===== config.mk =====
export PLATFORM = sky130hd
export DESIGN_NAME = ex_mem_reg
export DESIGN_NICKNAME = d
export VERILOG_FILES = /design/src/rtl/ex_mem_reg.sv
export SDC_FILE = /design/constraint.sdc
export NUM_CORES = 1
export LEC_CHECK = 0
export ABC_CLOCK_PERIOD_IN_PS = 1000
export CORE_AREA = 2 2 134 136
export CTS_CLUSTER_DIAMETER = 40
export DETAILED_ROUTE_END_ITERATION = 10
export DIE_AREA = 0 0 136 138
export HOLD_SLACK_MARGIN = 0.03
export PLACE_DENSITY = 0.71
export SYNTH_ARGS = -nofsm -noshare
export SYNTH_HDL_FRONTEND = slang
export SYNTH_SLANG_ARGS = --single-unit

===== constraint.sdc =====
create_clock -name clk -period 1 [get_ports clk]
set_input_delay 0.25 -clock clk [delete_from_list [all_inputs] [get_ports clk]]
set_output_delay 0.25 -clock clk [all_outputs]
set_load 0.005 [all_outputs]

===== src/rtl/ex_mem_reg.sv =====
// EX/MEM pipeline register with stall/bubble/flush control.
// Define EX_MEM_MADD_EN to keep the multi-cycle madd/msub partial product and counter.
module ex_mem_reg #(
   parameter int DATA_W  = 32,
   parameter int ADDR_W  = 5,
   parameter int CNT_W   = 2,
   parameter int STALL_W = 6,
   parameter int EX_IDX  = 3,
   parameter int MEM_IDX = 4
) (
   input  logic                clk,
   input  logic                rst,
   input  logic [STALL_W-1:0]  stall,
   input  logic                flush,
   input  logic [ADDR_W-1:0]   ex_wd,
   input  logic                ex_wreg,
   input  logic [DATA_W-1:0]   ex_wdata,
   input  logic [DATA_W-1:0]   ex_hi,
   input  logic [DATA_W-1:0]   ex_lo,
   input  logic                ex_whilo,
   input  logic [2*DATA_W-1:0] hilo_temp_i,
   input  logic [CNT_W-1:0]    cnt_i,
   output logic [ADDR_W-1:0]   mem_wd,
   output logic                mem_wreg,
   output logic [DATA_W-1:0]   mem_wdata,
   output logic [DATA_W-1:0]   mem_hi,
   output logic [DATA_W-1:0]   mem_lo,
   output logic                mem_whilo,
   output logic [2*DATA_W-1:0] hilo_temp_o,
   output logic [CNT_W-1:0]    cnt_o
);

   logic w_ex_stall;
   logic w_mem_stall;
   logic w_bubble;
   logic w_hold;

   logic [ADDR_W-1:0] r_wd;
   logic              r_wreg;
   logic [DATA_W-1:0] r_wdata;
   logic [DATA_W-1:0] r_hi;
   logic [DATA_W-1:0] r_lo;
   logic              r_whilo;

   assign w_ex_stall  = stall[EX_IDX];
   assign w_mem_stall = stall[MEM_IDX];
   // Execute-stalled-only-memory-running means a bubble; EX stalled with MEM free never holds.
   assign w_bubble    = w_ex_stall & ~w_mem_stall;
   assign w_hold      = w_ex_stall &  w_mem_stall;

   // Result registers: flush beats stall; bubble zeroes every write enable.
   always_ff @(posedge clk or negedge rst) begin
      if (!rst) begin
         r_wd    <= {ADDR_W{1'b0}};
         r_wreg  <= 1'b0;
         r_wdata <= {DATA_W{1'b0}};
         r_hi    <= {DATA_W{1'b0}};
         r_lo    <= {DATA_W{1'b0}};
         r_whilo <= 1'b0;
      end else if (flush || w_bubble) begin
         r_wd    <= {ADDR_W{1'b0}};
         r_wreg  <= 1'b0;
         r_wdata <= {DATA_W{1'b0}};
         r_hi    <= {DATA_W{1'b0}};
         r_lo    <= {DATA_W{1'b0}};
         r_whilo <= 1'b0;
      end else if (w_hold) begin
         r_wd    <= r_wd;
         r_wreg  <= r_wreg;
         r_wdata <= r_wdata;
         r_hi    <= r_hi;
         r_lo    <= r_lo;
         r_whilo <= r_whilo;
      end else begin
         r_wd    <= ex_wd;
         r_wreg  <= ex_wreg;
         r_wdata <= ex_wdata;
         r_hi    <= ex_hi;
         r_lo    <= ex_lo;
         r_whilo <= ex_whilo;
      end
   end

   assign mem_wd    = r_wd;
   assign mem_wreg  = r_wreg;
   assign mem_wdata = r_wdata;
   assign mem_hi    = r_hi;
   assign mem_lo    = r_lo;
   assign mem_whilo = r_whilo;

`ifdef EX_MEM_MADD_EN
   logic [2*DATA_W-1:0] r_hilo_temp;
   logic [CNT_W-1:0]    r_cnt;
   logic                w_unused;

   // Partial product survives any execute stall so madd/msub can resume.
   always_ff @(posedge clk or negedge rst) begin
      if (!rst) begin
         r_hilo_temp <= {(2*DATA_W){1'b0}};
         r_cnt       <= {CNT_W{1'b0}};
      end else if (flush) begin
         r_hilo_temp <= {(2*DATA_W){1'b0}};
         r_cnt       <= {CNT_W{1'b0}};
      end else if (w_ex_stall) begin
         r_hilo_temp <= hilo_temp_i;
         r_cnt       <= cnt_i;
      end else begin
         r_hilo_temp <= {(2*DATA_W){1'b0}};
         r_cnt       <= {CNT_W{1'b0}};
      end
   end

   assign hilo_temp_o = r_hilo_temp;
   assign cnt_o       = r_cnt;
   assign w_unused    = ^stall;
`else
   logic w_unused;

   assign hilo_temp_o = {(2*DATA_W){1'b0}};
   assign cnt_o       = {CNT_W{1'b0}};
   assign w_unused    = ^{stall, hilo_temp_i, cnt_i};
`endif

endmodule


==> impl_metrics.py, run 1 <==
metrics = {
    "timing": {
        "fin_worst_skew_ns": 0,
        "hold_viol": 0,
        "setup_viol": 103,
        "rsz0062_at_grt": "yes",
        "max_freq_mhz": 889.3,
        "post-route-min-period_ns": 1.125,
        "setup-tns-final_ns": -10.34,
        "setup_ws_ns": -0.1245,
        "fin_crit_sh_pct": 112.5,
        "report.final.slew_viol_count": 0,
    },
    "pwr": {
        "p_per_area_nw_per_um2": 1236,
        "switching_share_pct": 25.48,
        "p_switching_mw": 2.520,
        "p_clk_share_pct": 36.6,
        "total_power_mw": 9.890,
        "p_seq_share_pct": 44.9,
        "internal_power_mw": 7.370,
        "vdd_drop_max_mv": 0.9611,
        "power_frac_comb_pct": 18.5,
        "leakagePower_nw": 3.771,
    },
    "layout": {
        "num_antenna_cells": 0,
        "final-seq-area_um2": 2577,
        "fill_cells": 1751,
        "nets": 993,
        "drive_gt1_share_pct": 38.66,
        "instances_no_fill": 1049,
        "fin_util_pct": 45.65,
        "final_cell_mix": "buf_4 (109), nand2b_1 (103), clkdlybuf4s50_1 (103), dfrtp_1 (103), buf_2 (103)",
        "final_common_cell": "buf_4",
        "syn2layout_area_growth_pct": 48.04,
        "multi_input_area_um2": 2273,
    },
    "clock_tree": {
        "numCtsBuffers": 9,
        "cts.clk_slew.worst_paths_ns": 0.07,
        "htree_levels": 3,
        "cts_tree": "yes",
        "clk_latency_ns": 0.34,
        "ctsLongestPathBuffers": 2,
        "clock-sinks": 103,
        "cts-root-buf": "clkbuf_16",
    },
    "floorplanning": {
        "dieArea_um2": 18770,
        "die_h_um": 138,
        "core_region_area_um2": 17530,
        "start_util_pct": 30.83,
        "pin_count": 347,
        "dieWidth_um": 136,
        "num_rows": 49,
    },
    "worst_setup_path": {
        "startpoint_type": "flop",
        "path_delay_family": "flip-flops",
        "critPathMaxFanout": 2,
        "cp.arrival_ns": 0.87,
        "endpoint_kind": "output port",
        "slowest_delay_ns": 0.40,
        "cp_num_buf_inv": 1,
        "crit_required_ns": 0.75,
        "crit_type": "reg -> out",
        "crit_slowest_cell": "dfrtp_1",
        "path_cells": "buf_2",
    },
    "yosys": {
        "synth.distinct_cells": 13,
        "synthTopCellsByArea": "dfrtp_1 (48%), nand2b_1 (12%), buf_4 (10%)",
        "synthCells": 524,
        "synth_seq_area_share_pct": 47.67,
        "ys_warn_count": 0,
        "yosysTopAreaCell": "dfrtp_1",
        "synth-seq-cells": 103,
        "netlist_area_um2": 5406,
        "synth_top_area_share_pct": 47.67,
        "avgSynthCellArea_um2": 10.32,
    },
    "grt": {
        "grt_pass1_wl_um": 22290,
        "grt_pass1_vias": 4195,
        "grt_overflow_total": 0,
        "track_usage_pct": 14.70,
        "grt_antenna_before_repair": 0,
        "grt_max_degree": 60,
    },
    "drt": {
        "wl_per_cell_um": 13.38,
        "vias": 4469,
        "firstDrtPassIters": 4,
        "vias_per_cell": 4.260,
        "wirelength_um": 14030,
        "initialDrtViolationCount": 160,
        "route.detailed.drc": 0,
        "ant_nets": 0,
    },
    "placed_design": {
        "portBuffers": 210,
        "place.gp.congestion": 0.7587,
        "dp_cells": 980,
        "hpwl_um": 9828,
    },
    "outcome": {
        "violations": "setup timing",
        "outcome": "finished with violations",
    },
    "flow_run": {
        "maxCapViolations": 0,
    },
    "hold_path": {
        "hold_class": "in -> reg",
    },
}
==> power groups by stage <==
stage	combinational (mW)	sequential [mW]	clock, mW
floorplan	0.872	4.56	0
global placement	1.88	4.53	0
detailed placement	1.89	4.53	0
CTS	1.77	4.44	3.77
global route	2.01	4.46	3.96
finish	1.83	4.44	3.62
==> cell usage after synthesis <==
library cell and count:
dfrtp_1 103, nand2b_1 103, conb_1 1, nand3_2 40
buf_2 13, a21oi_1 63, a21oi_2 40, buf_1 4
clkbuf_1 15, nand3_1 63, buf_8 1, buf_4 73
buf_12 5
==> per-layer routing <==
layer	part of all wire [%]	vias to the layer above	global-route usage, %	routed length, um
met4	0.81	0	3.125	114
met1	44	2097	18.87	6135
li1	-	2196	-	-
met5	0	-	0	0
met3	8.9	6	5.684	1248
met2	47	170	23.51	6532
==> flip-flops by register name (all words and copies together) (netlist names) <==
register and flops:
mem_wreg 1, mem_wd 5, mem_lo 32, mem_hi 32, mem_wdata 32, mem_whilo 1
==> timing repair <==
item                       CTS  global route
setup buffers               23            29
hold endpoints to repair   103             0
gates cloned                 0             0
pin swaps                    0             1
gates resized for setup    412             0
setup endpoints to repair  103           103
hold buffers                 1             0
==> worst register-to-register path: stages (launching register included) <==
cell and delay (ns):
dfrtp_1 0.38, buf_4 0.13, buf_4 0.12, buf_4 0.12
nand3_2 0.07, a21oi_2 0.05
==> per-stage QoR <==
step / area (um^2) / hold WS (ns) / setup WS (ns)
floorplan: 5654 / -0.04559 / 0.01562
global placement: 7819 / 0.2658 / -0.1152
detailed placement: 7819 / 0.2661 / -0.1205
CTS: 7786 / 0.2342 / -0.1421
global route: 8004 / 0.2419 / -0.1752
finish: 8004 / 0.2436 / -0.1245
==> logic make-up after synthesis <==
family	Yosys count	share of synthesized area, %
and+or+nand+nor	206	25.16
other	1	0.06936
AOI/OAI and AO/OA	103	12.31
buffers and inverters	111	14.79
DFF	103	47.67
==> final timing paths <==
kind,endpoint,startpoint,depth (start not counted),slack (ns)
setup / recovery,mem_lo[12],mem_lo[12],1,-0.12
hold / removal,mem_hi[1],stall[3],3,0.24
setup reg to reg,mem_wdata[3],mem_wdata[3],5,0.01
hold reg to reg,mem_lo[0],mem_lo[0],2,0.55
max in group asynchronous,mem_lo[17],rst,3,0.23
min in group asynchronous,mem_hi[29],rst,3,0.45
==> cell type report <==
cell class / instances / area share (%)
sequential: 103 / 32.20
timing repair buffer: 326 / 32.06
multi-input combinational: 375 / 28.40
tap: 229 / 3.580
clock buffer: 11 / 3.033
clock inverter: 5 / 0.7191
Power figures use the tool's default switching activity.
==> run 2: changes to the inputs <==
--- a/config.mk
+++ b/config.mk
@@ -11,6 +11,7 @@
 export DETAILED_ROUTE_END_ITERATION = 10
 export DIE_AREA = 0 0 136 138
 export HOLD_SLACK_MARGIN = 0.03
+export MAX_ROUTING_LAYER = met4
 export PLACE_DENSITY = 0.71
 export SYNTH_ARGS = -nofsm -noshare
 export SYNTH_HDL_FRONTEND = slang
==> impl_metrics.py, run 2 (same netlist as run 1, synthesis figures left out) <==
metrics = {
    "outcome": {
        "outcome": "finished with violations",
        "violations": "setup timing",
    },
    "worst_setup_path": {
        "rr_worst_depth": 5,
        "slowest_delay_ns": 0.40,
        "rr_endpoint": "mem_wdata[3]",
        "cp_num_buf_inv": 1,
        "r2r_setup_slack_ns": 0.01,
        "path_delay_family": "flip-flops",
        "crit_slowest_cell": "dfrtp_1",
        "crit_required_ns": 0.75,
        "path_cells": "buf_2",
        "startpoint_type": "flop",
        "cp.arrival_ns": 0.87,
        "critPathMaxFanout": 2,
        "regToRegStartpoint": "mem_wdata[3]",
        "endpoint_kind": "output port",
        "crit_type": "reg -> out",
    },
    "timing": {
        "setup_viol": 103,
        "max_freq_mhz": 890.3,
        "report.final.slew_viol_count": 0,
        "setup_ws_ns": -0.1232,
        "fin_worst_skew_ns": 0,
        "rsz0062_at_grt": "yes",
        "fin_crit_sh_pct": 112.3,
        "post-route-min-period_ns": 1.123,
        "hold_viol": 0,
    },
    "hold_path": {
        "whs_endpoint": "mem_hi[1]",
        "min_from": "stall[3]",
        "whs_path_depth": 3,
        "hold_class": "in -> reg",
    },
    "clock_tree": {
        "htree_levels": 3,
        "ctsLongestPathBuffers": 2,
        "cts-root-buf": "clkbuf_16",
        "numCtsBuffers": 9,
        "cts_tree": "yes",
        "clk_latency_ns": 0.34,
        "cts.clk_slew.worst_paths_ns": 0.07,
        "clock-sinks": 103,
    },
    "flow_run": {
        "maxCapViolations": 0,
    },
    "layout": {
        "final_common_cell": "buf_4",
        "fin_util_pct": 45.65,
        "final_cell_mix": "buf_4 (109), nand2b_1 (103), clkdlybuf4s50_1 (103), dfrtp_1 (103), buf_2 (103)",
        "num_antenna_cells": 0,
        "fill_cells": 1751,
        "drive_gt1_share_pct": 38.66,
        "nets": 993,
        "syn2layout_area_growth_pct": 48.04,
    },
    "drt": {
        "vias_per_cell": 4.293,
        "wirelength_um": 14040,
        "route.detailed.drc": 0,
        "initialDrtViolationCount": 135,
        "wl_per_cell_um": 13.39,
        "firstDrtPassIters": 4,
        "ant_nets": 0,
        "vias": 4503,
    },
    "floorplanning": {
        "core_region_area_um2": 17530,
        "die_h_um": 138,
        "start_util_pct": 30.83,
        "pin_count": 347,
        "dieWidth_um": 136,
        "num_rows": 49,
        "dieArea_um2": 18770,
    },
    "grt": {
        "grt_overflow_total": 0,
        "grt_pass1_wl_um": 22140,
        "grt_pass1_vias": 4229,
        "grt_antenna_before_repair": 0,
        "grt_max_degree": 60,
        "track_usage_pct": 15.11,
    },
    "pwr": {
        "leakagePower_nw": 3.771,
        "p_seq_share_pct": 44.9,
        "vdd_drop_max_mv": 0.9598,
        "power_frac_comb_pct": 18.5,
        "p_clk_share_pct": 36.6,
        "switching_share_pct": 25.52,
        "p_per_area_nw_per_um2": 1236,
        "internal_power_mw": 7.370,
        "p_switching_mw": 2.525,
    },
    "placed_design": {
        "place.gp.congestion": 0.7686,
        "place_ws_ns": -0.1205,
        "portBuffers": 210,
        "hpwl_um": 9828,
    },
}
run 2: cell counts in the layout (fill, tap and decap cells not counted):
No cell type changed its count.
run 2: power by group through the flow:
stage	clock network, mW	logic [mW]	registers, mW
after floorplan	0	0.872	4.56
after detailed placement	0	1.89	4.53
after global routing	3.95	2.01	4.46
after CTS	3.77	1.77	4.44
after global placement	0	1.88	4.53
final	3.63	1.83	4.44
run 2: metrics by stage:
step,area [um^2],total power [mW],cells,hold WS [ns],TNS (ns)
after CTS,7786,9.982,1020,0.2342,-12.62
after global routing,8004,10.42,1049,0.2434,-14.65
after global placement,7819,6.404,980,0.2658,-9.377
final,8004,9.895,1049,0.2385,-10.37
after detailed placement,7819,6.419,980,0.2661,-10.22
after floorplan,5654,5.433,589,-0.04559,0
run 2: worst max path at each step:
stage,slack [ns],start,cells after the start,to
final,-0.12,mem_lo[12],1,mem_lo[12]
after floorplan,0.02,stall[3],6,mem_hi[13]
after global routing,-0.17,mem_lo[2],1,mem_lo[2]
after detailed placement,-0.12,mem_lo[25],1,mem_lo[25]
after global placement,-0.12,mem_lo[12],1,mem_lo[12]
after CTS,-0.14,mem_lo[31],1,mem_lo[31]
run 2: repair_timing:
action | 4_1_cts | 5_1_grt
gates resized for setup | 412 | 0
hold buffers | 1 | 0
setup buffers | 23 | 29
endpoints found under the setup margin | 103 | 103
pin swaps | 0 | 1
endpoints found under the hold margin | 103 | 0
run 2: layer usage:
metal | vias to the layer above | global-route usage [%] | wire length [um]
met4 | 0 | 3.125 | 118
li1 | 2197 | - | -
met2 | 174 | 23.57 | 6577
met3 | 6 | 4.290 | 978
met1 | 2126 | 19.64 | 6366
met5 | - | - | 0
run 2: final cells by class:
cell class | instances | area (um^2) | area share, %
Timing Repair Buffer | 326 | 2566 | 32.06
Clock buffer | 11 | 242.7 | 3.033
Tap cell | 229 | 286.5 | 3.580
Clock inverter | 5 | 57.56 | 0.7191
Sequential cell | 103 | 2577 | 32.20
Multi-Input combinational cell | 375 | 2273 | 28.40
==> run 3: changes to the inputs <==
--- a/config.mk
+++ b/config.mk
@@ -13,6 +13,7 @@
 export HOLD_SLACK_MARGIN = 0.03
 export MAX_ROUTING_LAYER = met4
 export PLACE_DENSITY = 0.71
+export SETUP_SLACK_MARGIN = 0.3
 export SYNTH_ARGS = -nofsm -noshare
 export SYNTH_HDL_FRONTEND = slang
 export SYNTH_SLANG_ARGS = --single-unit
==> impl_metrics.py, run 3 (same netlist as run 1, synthesis figures left out) <==
metrics = {
    "layout": {
        "final_cell_mix": "nand2b_1 (103), dfrtp_1 (103), clkdlybuf4s50_1 (102), buf_2 (102), buf_6 (80)",
        "nets": 996,
        "final-seq-area_um2": 2577,
        "multi_input_area_um2": 2521,
        "syn2layout_area_growth_pct": 60.36,
        "fin_area_um2": 8670,
        "drive_gt1_share_pct": 44.71,
        "fill_cells": 1686,
        "num_antenna_cells": 0,
    },
    "drt": {
        "vias": 4589,
        "wirelength_um": 15390,
        "route.detailed.drc": 0,
        "firstDrtPassIters": 4,
        "wl_per_cell_um": 14.63,
        "ant_nets": 0,
        "vias_per_cell": 4.362,
        "initialDrtViolationCount": 160,
    },
    "worst_setup_path": {
        "crit_slowest_cell": "dfrtp_1",
        "crit_required_ns": 0.75,
        "regToRegStartpoint": "mem_hi[18]",
        "startpoint_type": "flop",
        "cp.arrival_ns": 0.89,
        "cp_num_buf_inv": 1,
        "rr_endpoint": "mem_hi[18]",
        "path_delay_family": "flip-flops",
        "endpoint_kind": "output port",
        "slowest_delay_ns": 0.40,
        "critPathMaxFanout": 2,
        "rr_worst_depth": 5,
        "crit_type": "reg -> out",
        "path_cells": "buf_2",
        "r2r_setup_slack_ns": 0.05,
    },
    "clock_tree": {
        "clk_latency_ns": 0.35,
        "cts-root-buf": "clkbuf_16",
        "clock-sinks": 103,
        "cts.clk_slew.worst_paths_ns": 0.08,
        "ctsLongestPathBuffers": 2,
        "htree_levels": 3,
        "numCtsBuffers": 9,
        "cts_tree": "yes",
    },
    "floorplanning": {
        "core_region_area_um2": 17530,
        "num_rows": 49,
        "pin_count": 347,
        "dieWidth_um": 136,
        "die_h_um": 138,
        "dieArea_um2": 18770,
        "start_util_pct": 30.83,
    },
    "timing": {
        "setup_viol": 103,
        "max_freq_mhz": 875.5,
        "hold_ws_ns": 0.1313,
        "rsz0062_at_grt": "yes",
        "report.final.slew_viol_count": 0,
        "hold_viol": 0,
        "post-route-min-period_ns": 1.142,
        "setup_ws_ns": -0.1422,
        "fin_crit_sh_pct": 114.2,
        "fin_worst_skew_ns": 0,
    },
    "flow_run": {
        "maxCapViolations": 0,
    },
    "grt": {
        "grt_pass1_wl_um": 22710,
        "grt_max_degree": 42,
        "grt_antenna_before_repair": 0,
        "grt_pass1_vias": 4464,
        "track_usage_pct": 15.61,
        "grt_overflow_total": 0,
    },
    "outcome": {
        "violations": "setup timing",
        "outcome": "finished with violations",
    },
    "placed_design": {
        "portBuffers": 210,
        "place_area_um2": 7854,
        "place.gp.congestion": 0.7536,
        "hpwl_um": 9850,
    },
    "pwr": {
        "leakagePower_nw": 3.921,
        "total_power_mw": 10.16,
        "vdd_drop_max_mv": 0.8611,
        "p_per_area_nw_per_um2": 1172,
    },
    "hold_path": {
        "hold_class": "in -> async",
    },
}
-- run 3: stage by stage --
step	instances	utilization [%]	setup TNS, ns	worst slack [ns]
5_1_grt	1052	49.44	-15.50	-0.1711
4_1_cts	1022	45.93	-13.58	-0.1533
6_report	1052	49.44	-11.55	-0.1422
3_3_place_gp	983	44.79	-8.950	-0.1217
3_5_place_dp	983	44.79	-9.739	-0.1286
2_1_floorplan	589	-	0	0.02508
-- run 3: cell type report --
class,instances,share of cell area [%]
clock buffer,10,2.641
clock inverter,6,0.7793
multi-input combinational,375,29.08
sequential,103,29.73
tap,229,3.305
timing repair buffer,329,34.46
-- run 3: what timing repair did --
item,4_1_cts,5_1_grt
resized for setup,474,76
setup endpoints to repair,142,221
endpoints found under the hold margin,103,0
gates cloned,0,4
hold buffers,1,0
pin swaps,21,34
setup buffers,22,26
-- run 3: worst max path at each step --
stage	start	end	slack [ns]	depth (start not counted)
finish	mem_hi[18]	mem_hi[18]	-0.14	1
global route	mem_lo[8]	mem_lo[8]	-0.17	1
CTS	mem_hi[14]	mem_hi[14]	-0.15	1
detailed placement	mem_hi[5]	mem_hi[5]	-0.13	1
global placement	mem_hi[4]	mem_hi[4]	-0.12	1
floorplan	stall[3]	mem_hi[13]	0.03	6
-- run 3: power by group --
part | switching [mW] | internal [mW] | leakage, nW
Combinational | 0.922 | 1.17 | 2.40
Clock | 1.65 | 1.96 | 0.139
Sequential | 0.110 | 4.35 | 1.38
Total | 2.68 | 7.48 | 3.92
-- run 3: worst reg2reg max path, delay by kind of cell (launching register included) --
| kind | cells | cell delay [ns] |
|---|---|---|
| flops | 1 | 0.40 |
| buf+inv | 3 | 0.32 |
| compound gates | 1 | 0.05 |
| simple gates | 1 | 0.06 |
-- run 3: layer usage --
metal	routed length, um	global-route usage (%)
met3	901	3.080
met4	338	5.811
met1	6717	19.22
met2	7430	25.26
met5	0	-
